<file path="config.mk">
export PLATFORM = sky130hd
export DESIGN_NAME = sprite_scan_counter
export DESIGN_NICKNAME = d
export VERILOG_FILES = /design/src/rtl/game_pkg.sv /design/src/rtl/scan_axis_counter.sv /design/src/rtl/sprite_scan_counter.sv
export SDC_FILE = /design/constraint.sdc
export NUM_CORES = 1
export LEC_CHECK = 0
export CAP_MARGIN = 20
export CELL_PAD_IN_SITES_DETAIL_PLACEMENT = 1
export CELL_PAD_IN_SITES_GLOBAL_PLACEMENT = 1
export CORE_UTILIZATION = 42
export CTS_BUF_LIST = sky130_fd_sc_hd__clkbuf_16
export CTS_CLUSTER_DIAMETER = 120
export DETAILED_ROUTE_END_ITERATION = 8
export PLACE_DENSITY_LB_ADDON = 0.1
export RECOVER_POWER = 25
export SLEW_MARGIN = 20
export SYNTH_ARGS = -nofsm -noshare
export SYNTH_HDL_FRONTEND = slang
export SYNTH_SLANG_ARGS = --single-unit
</file>
<file path="constraint.sdc">
create_clock -name clk -period 2.9 [get_ports clk]
set_input_delay 0.435 -clock clk [delete_from_list [all_inputs] [get_ports clk]]
set_output_delay 0.435 -clock clk [all_outputs]
set_load 0.1 [all_outputs]
</file>
<file path="src/rtl/game_pkg.sv">
// game_pkg: screen geometry constants and the scan state encoding shared by the drawing blocks.
package game_pkg;
    localparam int SCREEN_W = 160;
    localparam int SCREEN_H = 120;
    localparam int SX_W     = 8;
    localparam int SY_W     = 7;
    typedef enum logic [1:0] {IDLE, SCAN, DONE} scan_state_t;
endpackage

</file>
<file path="src/rtl/scan_axis_counter.sv">
// scan_axis_counter: 0..LIMIT-1 counter with enable, synchronous clear and terminal-count flag.
module scan_axis_counter #(
    parameter int LIMIT = 40,
    parameter int W     = (LIMIT > 1) ? $clog2(LIMIT) : 1
) (
    input  logic         clk,
    input  logic         resetn,
    input  logic         clr,
    input  logic         en,
    output logic [W-1:0] cnt,
    output logic         last
);
    localparam logic [W-1:0] MAX = W'(LIMIT - 1);
    assign last = cnt == MAX;
    always_ff @(posedge clk or negedge resetn)
        if (!resetn) cnt <= '0;
        else if (clr) cnt <= '0;
        else if (en) cnt <= last ? '0 : cnt + 1'b1;
endmodule

</file>
<file path="src/rtl/sprite_scan_counter.sv">
// sprite_scan_counter: raster walk of a WIDTH x HEIGHT rectangle giving ROM address and screen x/y.
// Define SPRITE_SCAN_MIRROR_EN to add the mirror_x port (horizontally flipped ROM addressing).
module sprite_scan_counter #(
    parameter int WIDTH  = 40,
    parameter int HEIGHT = 40,
    parameter int ADDR_W = 11,
    parameter int SX_W   = game_pkg::SX_W,
    parameter int SY_W   = game_pkg::SY_W
) (
    input  logic              clk,
    input  logic              resetn,
    input  logic              start,
    input  logic              advance,
    input  logic [SX_W-1:0]   org_x,
    input  logic [SY_W-1:0]   org_y,
`ifdef SPRITE_SCAN_MIRROR_EN
    input  logic              mirror_x,
`endif
    output logic [ADDR_W-1:0] addr,
    output logic [SX_W-1:0]   screen_x,
    output logic [SY_W-1:0]   screen_y,
    output logic              valid,
    output logic              busy,
    output logic              done
);
    import game_pkg::*;
    localparam int CW = (WIDTH > 1) ? $clog2(WIDTH) : 1;
    localparam int RW = (HEIGHT > 1) ? $clog2(HEIGHT) : 1;
    scan_state_t state, state_nx;
    logic [CW-1:0] col;
    logic [RW-1:0] row;
    logic [ADDR_W-1:0] row_base;
    logic [SX_W-1:0] ox;
    logic [SY_W-1:0] oy;
    logic col_last, row_last, launch, step, row_step, final_px;
    assign launch   = state == IDLE && start;
    assign step     = state == SCAN && advance;
    assign final_px = col_last && row_last;
    assign row_step = step && col_last && !row_last;
    always_comb begin
        state_nx = state;
        valid    = state == SCAN;
        busy     = state != IDLE;
        done     = state == DONE;
        if (launch) state_nx = SCAN;
        else if (step && final_px) state_nx = DONE;
        else if (state == DONE) state_nx = IDLE;
    end
    always_ff @(posedge clk or negedge resetn)
        if (!resetn) state <= IDLE;
        else state <= state_nx;
    // counters stop on the final pixel so addr/screen hold it through DONE and IDLE
    scan_axis_counter #(.LIMIT(WIDTH), .W(CW)) u_col (
        .clk(clk), .resetn(resetn), .clr(launch), .en(step && !final_px), .cnt(col), .last(col_last)
    );
    scan_axis_counter #(.LIMIT(HEIGHT), .W(RW)) u_row (
        .clk(clk), .resetn(resetn), .clr(launch), .en(row_step), .cnt(row), .last(row_last)
    );
    always_ff @(posedge clk or negedge resetn)
        if (!resetn) begin
            ox       <= '0;
            oy       <= '0;
            row_base <= '0;
        end else if (launch) begin
            ox       <= org_x;
            oy       <= org_y;
            row_base <= '0;
        end else if (row_step) begin
            row_base <= row_base + ADDR_W'(WIDTH);
        end
    assign screen_x = ox + SX_W'(col);
    assign screen_y = oy + SY_W'(row);
`ifdef SPRITE_SCAN_MIRROR_EN
    logic mir;
    always_ff @(posedge clk or negedge resetn)
        if (!resetn) mir <= 1'b0;
        else if (launch) mir <= mirror_x;
    assign addr = row_base + (mir ? ADDR_W'(WIDTH - 1) - ADDR_W'(col) : ADDR_W'(col));
`else
    assign addr = row_base + ADDR_W'(col);
`endif
endmodule

</file>
==> summary.md, run 1 <==
| Metric | Value |
|---|---|
| Status | complete, but fails checks |
| Failing checks | capacitance limit, slew limit |
| Vias in the first global route | 2,244 |
| Fin crit share | 95.68% |
| Worst slew pin tran | 1932 ps |
| Asr flop ratio synth | 100.0% |
| Detail Placement HPWL | 4734 um |
| Core region area | 0.005574 mm2 |
| Data arrival time of the worst path | 2340 ps |
| Cells after Synth | 277 |
| Sequential area share after synthesis | 37.62% |
| Row count | 27 |
| WS Path Type | register to output port |
| Flop2flop setup slack | 660 ps |
| Final Slew Violations | 38 |
| Pwr dens | 1209 mW/mm2 |
| Pin count of the biggest net entering global routing | 38 |
| Routability Congestion | 0.7770 |
| Clock buffer depth | 2 |
| Fin. Hold Viols | 0 |
| Post-detailed-route wirelength per cell | 16.22 um |
| Synthesized area per cell | 8.885 um2 |
| Layout Skew | 5.213 ps |
| Max Fanout on Critical Path | 5 |
| Initial core utilization | 44.15% |
| Crit path buf inv count | 1 |
| Top cells by area, synth | dfrtp_1 38%, nand2_1 10%, ha_1 9.2%, xnor2_1 4.3%, a21oi_1 3.5% |
| Residual DRC | 0 |
| Setup TNS | 0 ps |
| Total power | 0.003979 W |
| Slew Limit Headroom | -28.79% |
| First-pass DRT Iterations | 4 |
| Share of layout cells above drive strength 1 | 18.38% |
| Die area | 0.006170 mm2 |
| Setup crit end kind | output port |
| Count leader, synth | nand2_1 |
| Hold_ws | 481.9 ps |
| Worst Setup SP | u_row.cnt[0] |
| Layout Area Growth over Synthesis | 33.71% |
| Nets | 360 |
| DR vias/cell | 5.483 |
| Cell mode on critical path | a21oi_1 |
| Die Ht | 78.55 um |
| Register-to-Register Path Depth | 6 |
| Clk slew on worst S/H paths | 50 ps |
| Leak | 1.539 nW |
| Hold Crit Depth | 2 |
| Critical Path Max Stage Delay | 440 ps |
| Gr usage total | 23.03% |
| Max_cap viols | 1 |
| Synth Warn # | 0 |
| Antenna diodes | 0 |
| PortBufs | 47 |
| Synthesized area | 0.002461 mm2 |
| Total CTS buffers | 5 |
| Post-synth EDFFs | 0 |
| Cell taking the most area after synthesis | dfrtp_1 |
| DR vias | 2,155 |
| Ys flop type | dfrtp_1 |
| Hold Path Origin | oy[4] |
| VDD IR max | 0.0008804 V |
| Remaining global-route overflow | 0 |
| Period minus WS final | 2775 ps |
| Worst hold-check path type | register to register |
| F_max | 0.3604 GHz |
| Share of the synthesized area in the top cell type | 37.62% |
| Setup Viol. Count Final | 0 |
| RR Startpoint | u_row.cnt[1] |
| Number of top-level pins | 48 |
| Synth cell count leaders | 66 x nand2_1, 37 x dfrtp_1, 18 x ha_1, 17 x a21oi_1, 15 x nand3_1 |
| Register bit count reported by yosys | 37 |
| Drt total wl | 6373 um |
| CTS Sinks | 37 |
| Critical-path cell list | ha_1 > fa_1 > a21oi_1 > o211ai_1 > a21oi_1 > xnor2_2 > buf_12 |
| CP top delay family | adder cells |
| DRT antenna net count | 0 |
| DIE WIDTH | 78.55 um |
| FF-to-FF End | row_base[7] |
| RSZ-0062 raised after global routing | no |
| Worst hold path endpoint | oy[4] |
| Setup bufs post-CTS | 0 |
| First-pass GRT wire length | 10,920 um |
| # H-tree levels | 2 |
| WP data required | 2470 ps |
| Initial DRC Count | 136 |
| Net Count, Synth | 316 |
| CTS tree | done |
| Startpoint types | register |
| Hold Buf Count CTS | 0 |
| Yosys cell types | 43 |
| Clock Latency Late Sink | 280 ps |
| Clock root cell | clkbuf_16 |
| Initial antenna violation count | 0 |
| CP max-delay cell | fa_1 |
-- report_power, final --
part,switching [W],internal [W],total [W]
sequential,0.000157,0.000623,0.000780
combinational,0.00194,0.000761,0.00270
clock,0.000192,0.000310,0.000502
total,0.00229,0.00169,0.00398
-- layout by cell type (no fill, tap or decap), drive strengths merged, types with 12 or more instances in the layout --
cell type / netlist / routed
nand2: 66 / 66
dfrtp: 37 / 37
buf: 9 / 34
ha: 18 / 18
clkdlybuf4s50: 0 / 17
a21oi: 17 / 17
nand3: 15 / 15
nor2: 12 / 12
xnor2: 12 / 12
o21ai: 12 / 12
-- tightest hold or removal path, stage by stage, from the launching register on --
cell and delay [ps]:
dfrtp_1 340, nand2_1 50, nand2_1 60
-- per-stage QoR --
step | cell area [um2] | instances | util (%) | setup slack (ps)
6_report | 3291 | 393 | 59.03 | 125.4
2_1_floorplan | 2566 | 277 | - | 19.03
5_1_grt | 3291 | 393 | 59.03 | 5.765
4_1_cts | 3288 | 393 | 58.99 | 103.0
3_3_place_gp | 3152 | 386 | 56.54 | 437.9
3_5_place_dp | 3152 | 386 | 56.54 | 408.4
-- cells by family after synthesis --
family / Yosys count / synth area share, %
and+or+nand+nor: 122 / 23.69
AOI/OAI and AO/OA: 53 / 15.76
DFF: 37 / 37.62
buffers and inverters: 25 / 4.982
adders and majority gates: 20 / 10.78
xor gates and xnor gates: 19 / 6.762
muxes: 1 / 0.4067
-- final cells by class --
| cell class | count | area (um2) |
|---|---|---|
| flip-flops and latches | 37 | 925.9 |
| multi-input cells | 215 | 1521 |
| well taps | 72 | 90.09 |
| clock buffers | 5 | 125.1 |
| clock inverters | 2 | 11.26 |
| repair buffers | 52 | 579.3 |
| fillers | 629 | 2283 |
| inverters | 10 | 37.54 |
-- state kept, by name, summed over array words and instances, names as in the netlist --
register / cells
ox: 8
row_base: 8
oy: 7
u_col.cnt: 6
u_row.cnt: 6
state: 2
-- metal layers --
metal / track usage (%) / part of all wire, % / up-vias
met1: 27.66 / 43 / 1070
li1: - / - / 1045
met2: 42.09 / 54 / 33
met3: 3.023 / 2.3 / 7
met5: 0 / 0 / -
met4: 7.407 / 1.5 / 0
-- how the worst max path moves through the flow --
stage / end / slack, ps / cells after the start
after detailed placement: screen_x[6] / 410 / 7
after global placement: screen_x[6] / 440 / 7
after floorplan: screen_x[3] / 20 / 4
after CTS: screen_x[6] / 100 / 7
final: screen_y[6] / 130 / 7
after global routing: screen_y[6] / 6 / 7
-- what timing repair did --
| item | 4_1_cts | 5_1_grt |
|---|---|---|
| gates resized for setup | 0 | 1 |
| endpoints found under the setup margin | 0 | 1 |
| hold endpoints to repair | 0 | 0 |
(Power assumes the default switching activity.)
==> run 2, diff against run 1 <==
--- a/config.mk
+++ b/config.mk
@@ -14,6 +14,7 @@
 export DETAILED_ROUTE_END_ITERATION = 8
 export PLACE_DENSITY_LB_ADDON = 0.1
 export RECOVER_POWER = 25
+export SKIP_LAST_GASP = 1
 export SLEW_MARGIN = 20
 export SYNTH_ARGS = -nofsm -noshare
 export SYNTH_HDL_FRONTEND = slang
==> results of run 2 <==
The final DEF is identical to that of run 1; final timing and power are the same.
